**src/rtl/pipelined_addsub_nbits_if.sv**
```systemverilog
// pipelined_addsub_nbits_if: operand/result bundle of the segment-pipelined adder/subtractor
interface pipelined_addsub_nbits_if #(
    parameter int WIDTH = 14
);
    logic             ce_i;
    logic             in_valid_i;
    logic             mode_i;
    logic             cin_i;
    logic [WIDTH-1:0] ain_i;
    logic [WIDTH-1:0] bin_i;
    logic [WIDTH-1:0] sum_o;
    logic             carry_o;
    logic             overflow_o;
    logic             out_valid_o;

    modport master (
        output ce_i, in_valid_i, mode_i, cin_i, ain_i, bin_i,
        input  sum_o, carry_o, overflow_o, out_valid_o
    );

    modport slave (
        input  ce_i, in_valid_i, mode_i, cin_i, ain_i, bin_i,
        output sum_o, carry_o, overflow_o, out_valid_o
    );
endinterface

```
**src/rtl/pipelined_addsub_nbits.sv**
```systemverilog
// pipelined_addsub_nbits: segment-pipelined add/subtract with carry-in, valid tracking, signed overflow and optional saturation
module pipelined_addsub_nbits #(
    parameter int WIDTH    = 14,
    parameter int SEG_W    = 2,
    parameter int SATURATE = 0
) (
    input  logic                    clk_i,
    input  logic                    rst_ni,
    pipelined_addsub_nbits_if.slave bus
);
    localparam int NSEG = WIDTH / SEG_W;
    localparam int MSB  = SEG_W - 1;

    logic [WIDTH-1:0] b_eff;
    logic             cin0;
    logic [SEG_W-1:0] op_a    [NSEG];
    logic [SEG_W-1:0] op_b    [NSEG];
    logic             seg_ci  [NSEG];
    logic [SEG_W:0]   seg_add [NSEG];
    logic             seg_cy  [NSEG];
    logic [SEG_W-1:0] aligned [NSEG];
    logic [NSEG-1:0]  vld_q;
    logic             ov_q;
    logic             pos_q;
    logic [WIDTH-1:0] sum_raw;
    logic [WIDTH-1:0] sum_d;
    logic [WIDTH-1:0] sum_q;
    logic             carry_q;
    logic             ovf_q;
    logic             valid_q;

    assign b_eff = bus.mode_i ? ~bus.bin_i : bus.bin_i;
    assign cin0  = bus.mode_i | bus.cin_i;

    genvar s;
    for (s = 0; s < NSEG; s++) begin : g_seg
        logic [SEG_W-1:0] sum_seg_q;
        logic             cy_seg_q;
        if (s == 0) begin : g_head
            assign op_a[s]   = bus.ain_i[SEG_W-1:0];
            assign op_b[s]   = b_eff[SEG_W-1:0];
            assign seg_ci[s] = cin0;
        end else begin : g_skew
            logic [SEG_W-1:0] a_sk_q [s];
            logic [SEG_W-1:0] b_sk_q [s];
            // Delay this segment's operand slices by s stages so they meet the rippling carry.
            always_ff @(posedge clk_i or negedge rst_ni) begin
                if (!rst_ni) begin
                    for (int j = 0; j < s; j++) begin
                        a_sk_q[j] <= '0;
                        b_sk_q[j] <= '0;
                    end
                end else if (bus.ce_i) begin
                    a_sk_q[0] <= bus.ain_i[s*SEG_W +: SEG_W];
                    b_sk_q[0] <= b_eff[s*SEG_W +: SEG_W];
                    for (int j = 1; j < s; j++) begin
                        a_sk_q[j] <= a_sk_q[j-1];
                        b_sk_q[j] <= b_sk_q[j-1];
                    end
                end
            end
            assign op_a[s]   = a_sk_q[s-1];
            assign op_b[s]   = b_sk_q[s-1];
            assign seg_ci[s] = seg_cy[s-1];
        end
        assign seg_add[s] = {1'b0, op_a[s]} + {1'b0, op_b[s]} + {{SEG_W{1'b0}}, seg_ci[s]};
        // Register this segment's partial sum and the carry handed to the next segment.
        always_ff @(posedge clk_i or negedge rst_ni) begin
            if (!rst_ni) begin
                sum_seg_q <= '0;
                cy_seg_q  <= 1'b0;
            end else if (bus.ce_i) begin
                sum_seg_q <= seg_add[s][SEG_W-1:0];
                cy_seg_q  <= seg_add[s][SEG_W];
            end
        end
        assign seg_cy[s] = cy_seg_q;
        if (s == NSEG - 1) begin : g_tail
            assign aligned[s] = sum_seg_q;
        end else begin : g_deskew
            logic [SEG_W-1:0] dsk_q [NSEG-1-s];
            // Hold early slices back until the top segment has finished.
            always_ff @(posedge clk_i or negedge rst_ni) begin
                if (!rst_ni) begin
                    for (int j = 0; j < NSEG - 1 - s; j++) dsk_q[j] <= '0;
                end else if (bus.ce_i) begin
                    dsk_q[0] <= sum_seg_q;
                    for (int j = 1; j < NSEG - 1 - s; j++) dsk_q[j] <= dsk_q[j-1];
                end
            end
            assign aligned[s] = dsk_q[NSEG-2-s];
        end
    end

    // Top segment: carry into the MSB is recovered as a^b^sum at that bit; also note a positive-overflow direction.
    always_ff @(posedge clk_i or negedge rst_ni) begin
        if (!rst_ni) begin
            ov_q  <= 1'b0;
            pos_q <= 1'b0;
        end else if (bus.ce_i) begin
            ov_q  <= op_a[NSEG-1][MSB] ^ op_b[NSEG-1][MSB] ^ seg_add[NSEG-1][MSB] ^ seg_add[NSEG-1][SEG_W];
            pos_q <= ~(op_a[NSEG-1][MSB] | op_b[NSEG-1][MSB]);
        end
    end

    // Reassemble the aligned slices into the full-width result.
    always_comb begin
        sum_raw = '0;
        for (int i = 0; i < NSEG; i++) sum_raw[i*SEG_W +: SEG_W] = aligned[i];
    end

    assign sum_d = (SATURATE != 0 && ov_q)
                 ? (pos_q ? {1'b0, {(WIDTH-1){1'b1}}} : {1'b1, {(WIDTH-1){1'b0}}})
                 : sum_raw;

    // Valid bits ride alongside the data, one per stage.
    always_ff @(posedge clk_i or negedge rst_ni) begin
        if (!rst_ni) vld_q <= '0;
        else if (bus.ce_i) vld_q <= (vld_q << 1) | NSEG'(bus.in_valid_i);
    end

    // Final output register: result, unclamped flags and valid.
    always_ff @(posedge clk_i or negedge rst_ni) begin
        if (!rst_ni) begin
            sum_q   <= '0;
            carry_q <= 1'b0;
            ovf_q   <= 1'b0;
            valid_q <= 1'b0;
        end else if (bus.ce_i) begin
            sum_q   <= sum_d;
            carry_q <= seg_cy[NSEG-1];
            ovf_q   <= ov_q;
            valid_q <= vld_q[NSEG-1];
        end
    end

    assign bus.sum_o       = sum_q;
    assign bus.carry_o     = carry_q;
    assign bus.overflow_o  = ovf_q;
    assign bus.out_valid_o = valid_q;
endmodule

```
**src/flat_wrapper.sv**
```systemverilog
// flat-port wrapper written by rule: the top's interface ports become plain ports
module pipelined_addsub_nbits_flat 
#(
    parameter int WIDTH    = 14,
    parameter int SEG_W    = 2,
    parameter int SATURATE = 0
)
  (clk_i, rst_ni, bus_ce_i, bus_in_valid_i, bus_mode_i, bus_cin_i, bus_ain_i, bus_bin_i, bus_sum_o, bus_carry_o, bus_overflow_o, bus_out_valid_o);
  pipelined_addsub_nbits_if #(.WIDTH(WIDTH)) bus_i ();
  input  logic clk_i;
  input  logic rst_ni;
  input wire logic [$bits(bus_i.ce_i)-1:0] bus_ce_i;
  input wire logic [$bits(bus_i.in_valid_i)-1:0] bus_in_valid_i;
  input wire logic [$bits(bus_i.mode_i)-1:0] bus_mode_i;
  input wire logic [$bits(bus_i.cin_i)-1:0] bus_cin_i;
  input wire logic [$bits(bus_i.ain_i)-1:0] bus_ain_i;
  input wire logic [$bits(bus_i.bin_i)-1:0] bus_bin_i;
  output wire logic [$bits(bus_i.sum_o)-1:0] bus_sum_o;
  output wire logic [$bits(bus_i.carry_o)-1:0] bus_carry_o;
  output wire logic [$bits(bus_i.overflow_o)-1:0] bus_overflow_o;
  output wire logic [$bits(bus_i.out_valid_o)-1:0] bus_out_valid_o;
  assign bus_i.ce_i = bus_ce_i;
  assign bus_i.in_valid_i = bus_in_valid_i;
  assign bus_i.mode_i = bus_mode_i;
  assign bus_i.cin_i = bus_cin_i;
  assign bus_i.ain_i = bus_ain_i;
  assign bus_i.bin_i = bus_bin_i;
  assign bus_sum_o = bus_i.sum_o;
  assign bus_carry_o = bus_i.carry_o;
  assign bus_overflow_o = bus_i.overflow_o;
  assign bus_out_valid_o = bus_i.out_valid_o;
  pipelined_addsub_nbits #(.WIDTH(WIDTH), .SEG_W(SEG_W), .SATURATE(SATURATE)) u_core (.clk_i(clk_i), .rst_ni(rst_ni), .bus(bus_i));
endmodule
```
**config.mk**
```make
export PLATFORM = sky130hd
export DESIGN_NAME = pipelined_addsub_nbits_flat
export DESIGN_NICKNAME = d
export VERILOG_FILES = /design/src/rtl/pipelined_addsub_nbits_if.sv /design/src/rtl/pipelined_addsub_nbits.sv /design/src/flat_wrapper.sv
export SDC_FILE = /design/constraint.sdc
export NUM_CORES = 1
export LEC_CHECK = 0
export ABC_AREA = 1
export BUFFER_PORTS_ARGS = -buffer_cell sky130_fd_sc_hd__buf_2
export CAP_MARGIN = 10
export CORE_MARGIN = 2
export CORE_UTILIZATION = 35
export CTS_BUF_LIST = sky130_fd_sc_hd__clkbuf_4 sky130_fd_sc_hd__clkbuf_8
export CTS_CLUSTER_SIZE = 28
export DETAILED_ROUTE_END_ITERATION = 6
export PLACE_DENSITY_LB_ADDON = 0.12
export SYNTH_ARGS = -nofsm -noshare
export SYNTH_HDL_FRONTEND = slang
export SYNTH_SLANG_ARGS = --single-unit
```
**constraint.sdc**
```tcl
create_clock -name clk_i -period 2.2 [get_ports clk_i]
set_clock_uncertainty 0.2 [all_clocks]
set_input_delay 0.22 -clock clk_i [delete_from_list [all_inputs] [get_ports clk_i]]
set_output_delay 0.22 -clock clk_i [all_outputs]
set_load 0.05 [all_outputs]
```
## Word-level counts from Yosys, hierarchy flattened

Index checks and enable logic that the tools add are counted.

| storage, ports and cells | value |
|---|---|
| flip-flop bits (word level) | 172 |
| bits in latches | 0 |
| bits in writable memories | 0 |
| memory bits (read-only) | 0 |
| bits of input ports | 34 |
| memories kept | 0 |

| cells by class | value |
|---|---|
| $add $sub $neg | 14 |
| $mul | 0 |
| divide/modulo/power cells | 0 |
| $lt $le $gt $ge | 0 |
| equality and inequality tests | 0 |
| shifts and indexed selects | 0 |
| multiplexer cells | 1 |
| bitwise operators | 6 |
| reduce and logical (&&, ||, !) cells | 0 |

Operators with widths:

| cell | number |
|---|---|
| $add 2x2->3 | 7 |
| $add 3x1->3 | 7 |
| $mux 14 | 1 |
| $not 14->14 | 1 |
| $or 7x1->7 | 1 |
| $xor 1x1->1 | 3 |
| $or 1x1->1 | 1 |

## Longest topological paths before layout

| depth | value |
|---|---|
| depth in word-level cells | 4 |
| depth in mapped cells | 8 |

## Least setup slack after synthesis

Ideal clock, no wire load.

| path | value |
|---|---|
| kind | input to register |
| from | input port bus_mode_i |
| to | register u_core.g_seg[0].sum_seg_q[1] |
| arrival | 1.648 ns |
| slack | 0.226 ns |
| cell stages on the path | 8 |
| buffers on the path | 2 |
| cells stage by stage | buf_4 buf_4 xnor2_1 fa_1 inv_1 fa_1 nand2_1 o21ai_0 |

RTL lines:

| what | RTL line | source |
|---|---|---|
| from (decl) | flat_wrapper.sv:14 | `input wire logic [$bits(bus_i.mode_i)-1:0] bus_mode_i;` |
| to (signal assigned) | pipelined_addsub_nbits.sv:73 | `sum_seg_q <= seg_add[s][SEG_W-1:0];` |
| to (decl) | pipelined_addsub_nbits.sv:37 | `logic [SEG_W-1:0] sum_seg_q;` |

## Final worst setup path

| path | value |
|---|---|
| from | register u_core.g_seg[6].g_skew.b_sk_q[0] in the netlist's numbering |
| to | register u_core.ov_q |

| on the way | value |
|---|---|
| word-level cells in the longest chain between the ends | 4 |

Ends and longest elaborated chain:

| what | RTL line | source |
|---|---|---|
| from (decl) | pipelined_addsub_nbits.sv:45 | `logic [SEG_W-1:0] b_sk_q [s];` |
| from (signal, indexed assignment) | pipelined_addsub_nbits.sv:58 | `b_sk_q[j] <= b_sk_q[j-1];` |
| $add 2x2->3 (*) | pipelined_addsub_nbits.sv:66 | `assign seg_add[s] = {1'b0, op_a[s]} + {1'b0, op_b[s]} + {{SEG_W{1'b0}}, seg_ci[s]};` |
| $add 3x1->3 (*) | pipelined_addsub_nbits.sv:66 |  |
| $xor 1x1->1 | pipelined_addsub_nbits.sv:101 | `ov_q <= op_a[NSEG-1][MSB] ^ op_b[NSEG-1][MSB] ^ seg_add[NSEG-1][MSB] ^ seg_add[NSEG-1][SEG_W];` |
| $xor 1x1->1 (*) | pipelined_addsub_nbits.sv:101 |  |
| to (signal assigned) | pipelined_addsub_nbits.sv:101 |  |
| to (decl) | pipelined_addsub_nbits.sv:23 | `logic ov_q;` |

Mark *: on every way between the ends. The rest lies on a longest branch, timed or not.
A chain may end at the register's enable or synchronous reset.

==> results.md <==
- Largest net degree at the start of global routing: 178
- RSZ-0062 raised after global routing: false
- Setup WS pre-CTS: 0.204 ns
- Final hold vios: 0
- Post-synth EDFFs: 0
- Area of the multi-input gates: 0.00204 mm2
- Crit. Startpoint: u_core.g_seg[6].g_skew.b_sk_q[0]
- Leading area contributor after synthesis: dfrtp_1
- Hold path depth: 4
- XOR/XNOR Fraction of Synth Area: 0.0177
- Setup TNS: 0 ns
- Num CTS Buffers: 17
- R2R depth: 8
- Worst VDD drop: 0.000434 V
- Max-slew violations: 0
- WL/cell: 11.8 um
- Post-synth top area share: 0.623
- Maxcap violations: 0
- Chip height: 145 um
- Pwr per Cell Area: about 950 mW/mm2
- CTS max path bufs: 2
- Seq/Total Area, Yosys: 0.623
- Final WL: 12,400 um
- Synthesized instance count: 711
- Origin of the worst min-delay path: bus_ce_i
- Number of port buffers: 50
- Largest family of logic cells by synthesized area: simple AND/OR/NAND/NOR gates
- Mux contribution to synthesized area: 0
- Vias/cell: around 4.3
- R2R Setup Slk: 0.20 ns
- Clk slew on worst S/H paths: 0.08 ns
- H-tree levels: 4
- DR vias: 4,552
- Worst skew pair latency: roughly 0.45 ns
- Most instantiated cells after synthesis: 246 x nand2_1, 172 x dfrtp_1, 135 x o21ai_0
- Tot GR Track Use: 0.132
- CP startpoint kind: flop
- TritonRoute pass-1 iters: 4
- Die Width: between 100 and 150 um
- Fin crit period: 2.00 ns
- Slew HR: 0.560
- Compound-gate portion of the synthesized area: 0.0978
- Ys async rst share: 1.00
- Slew @ Worst Pin: 0.660 ns
- CP arrival: between 2 and 2.5 ns
- Yosys Warn Count: 0
- Sequential share of power: 0.517
- Mapped cell area: 0.00691 mm2
- Register Area: 0.00430 mm2
- Fmax: 501 MHz
- Synth area leaders: dfrtp_1 62%, nand2_1 13%, o21ai_0 9.8%, inv_1 4.5%, fa_1 4.1%
- Adder-cell share of the synthesized area: 0.0424
- Post-Syn Area per Cell: 9.72 um2
- Filler cells: approximately 2,000
- Top-count cell post-synth: nand2_1
- Synth Area in Simple Gates: 0.137
- DR iter-0 viols: 288
- # setup viols final: 0
- Share of power burned in the clock network: 0.315
- Critical Path RT: 2.33 ns
- CTS tree: yes
- IO Count: roughly 50
- Worst setup path class: reg2reg
- Fraction of layout cells with a size suffix above 1: 0.117
- # diodes: 0
- Worst setup EP type: flop
- R2r startpoint: u_core.g_seg[6].g_skew.b_sk_q[0]
- Hold WC Path Type: in2reg
- Final worst setup slack: 0.202 ns
- Cell row count: 51
- CTS resizes: 0
- Initial antenna violation count: 0
- DRC: 0
- Tot Pwr: 7.69 mW
- FF-to-FF End: u_core.ov_q
- Die area: 0.0209 mm2
- Final HPWL DP: between 7000 and 8000 um
- Flops & latches, synth: 172
- Leakage: just under 4 nW
- Run status: complete, no violations
- Ys flop type: dfrtp_1
- Hold Path End: u_core.vld_q[6]
- First-pass GRT wire length: approximately 22,000 um
- Total core area: 0.0194 mm2
- Vias in the first global route: 4,622
- Final Cycle Share: 0.908
- Post-Syn Nets: 760
- Final nets: 825
- Synth cell types: 16
- Switching power share of the total: 0.285
- Clock root cell: clkbuf_8
- Internal: approximately 5.5 mW
- Initial core utilization: 0.356
- CTS sink count: approximately 170
- Crit-path max FO: 3
- Synth-to-layout area growth: 17.0%
- NetSw: between 2 and 2.5 mW
- GPL Wtd Cong: 0.726
- Antenna Nets Post-Route: 0
- Combinational power share: 0.168
- GRT overflow: 0
[layout by cell type (no fill, tap or decap)]
| cell | instances |
|---|---|
| dfrtp_1 | 172 |
| buf_6 | 1 |
| clkbuf_4 | 3 |
| buf_12 | 4 |
| inv_1 | 82 |
| nand3_1 | 2 |
| clkinv_2 | 3 |
| xnor2_1 | 1 |
| bufinv_16 | 3 |
| dlygate4sd3_1 | 27 |
| buf_2 | 48 |
| inv_4 | 1 |
| fa_1 | 14 |
| buf_4 | 6 |
| ha_1 | 1 |
| nand2_1 | 246 |
| clkbuf_8 | 23 |
| nor2_1 | 4 |
| o21ai_0 | 135 |
| xor2_1 | 13 |
[registers in the layout, indices dropped and copies added (netlist names)]
signal,count
u_core.aligned,10
u_core.bus.carry_o,1
u_core.bus.out_valid_o,1
u_core.bus.overflow_o,1
u_core.bus.sum_o,14
u_core.g_seg.cy_seg_q,7
u_core.g_seg.g_deskew.dsk_q,32
u_core.g_seg.g_skew.a_sk_q,42
u_core.g_seg.g_skew.b_sk_q,42
u_core.g_seg.sum_seg_q,14
u_core.ov_q,1
u_core.vld_q,7
[worst max-delay path, stage by stage (launching register included)]
cell	delay, ns
dfrtp_1	0.33
inv_1	0.06
fa_1	0.46
fa_1	0.55
inv_1	0.06
nand2_1	0.07
nand2_1	0.05
nand2_1	0.05
nand3_1	0.07
[through the flow]
step	util	instances	hold slack, ns	cell area, um2
floorplan	-	711	-0.276	6910
global placement	0.380	995	-0.0148	7370
detailed placement	0.380	995	-0.0164	7370
CTS	0.417	1054	0.00572	8080
global route	0.417	1054	0.0550	8080
finish	0.417	1054	0.0272	8080
[power groups by stage]
stage               logic (mW)  registers [mW]  clock network [mW]
floorplan                0.681            4.23                   0
global placement          1.26            4.03                   0
detailed placement        1.30            4.04                   0
CTS                       1.34            3.98                2.51
global route              1.52            4.04                2.66
finish                    1.30            3.97                2.42
[worst max path at each step]
stage	end
floorplan	u_core.g_seg[0].sum_seg_q[1]
detailed placement	u_core.ov_q
CTS	u_core.ov_q
global placement	u_core.ov_q
finish	u_core.ov_q
global route	u_core.ov_q
[repair_timing]
action,4_1_cts,5_1_grt
hold buffers,27,0
hold endpoints to repair,167,0
setup buffers,0,0
[cell type report]
class                      count  share of cell area
timing repair buffer          86              0.0801
clock inverter                 6              0.0130
tap                          265              0.0410
multi-input combinational    416               0.252
sequential                   172               0.533
inverter                      83              0.0389
clock buffer                  26              0.0420
[routing by layer]
layer | wire (um) | track usage | vias up
met2 | 5840 | 0.215 | 54
met5 | 0 | 0 | -
met4 | 128 | 0.0383 | 0
met1 | 6070 | 0.172 | 2183
li1 | - | - | 2306
met3 | 371 | 0.0368 | 9
[cell families (layout without fill, tap and decap cells)]
family | count (synthesis) | in the layout
fa+ha+maj | 15 | 15
xor+xnor | 14 | 14
flops | 172 | 172
compound gates | 135 | 135
buf+inv | 123 | 201
simple gates | 252 | 252
(Power assumes the default switching activity.)
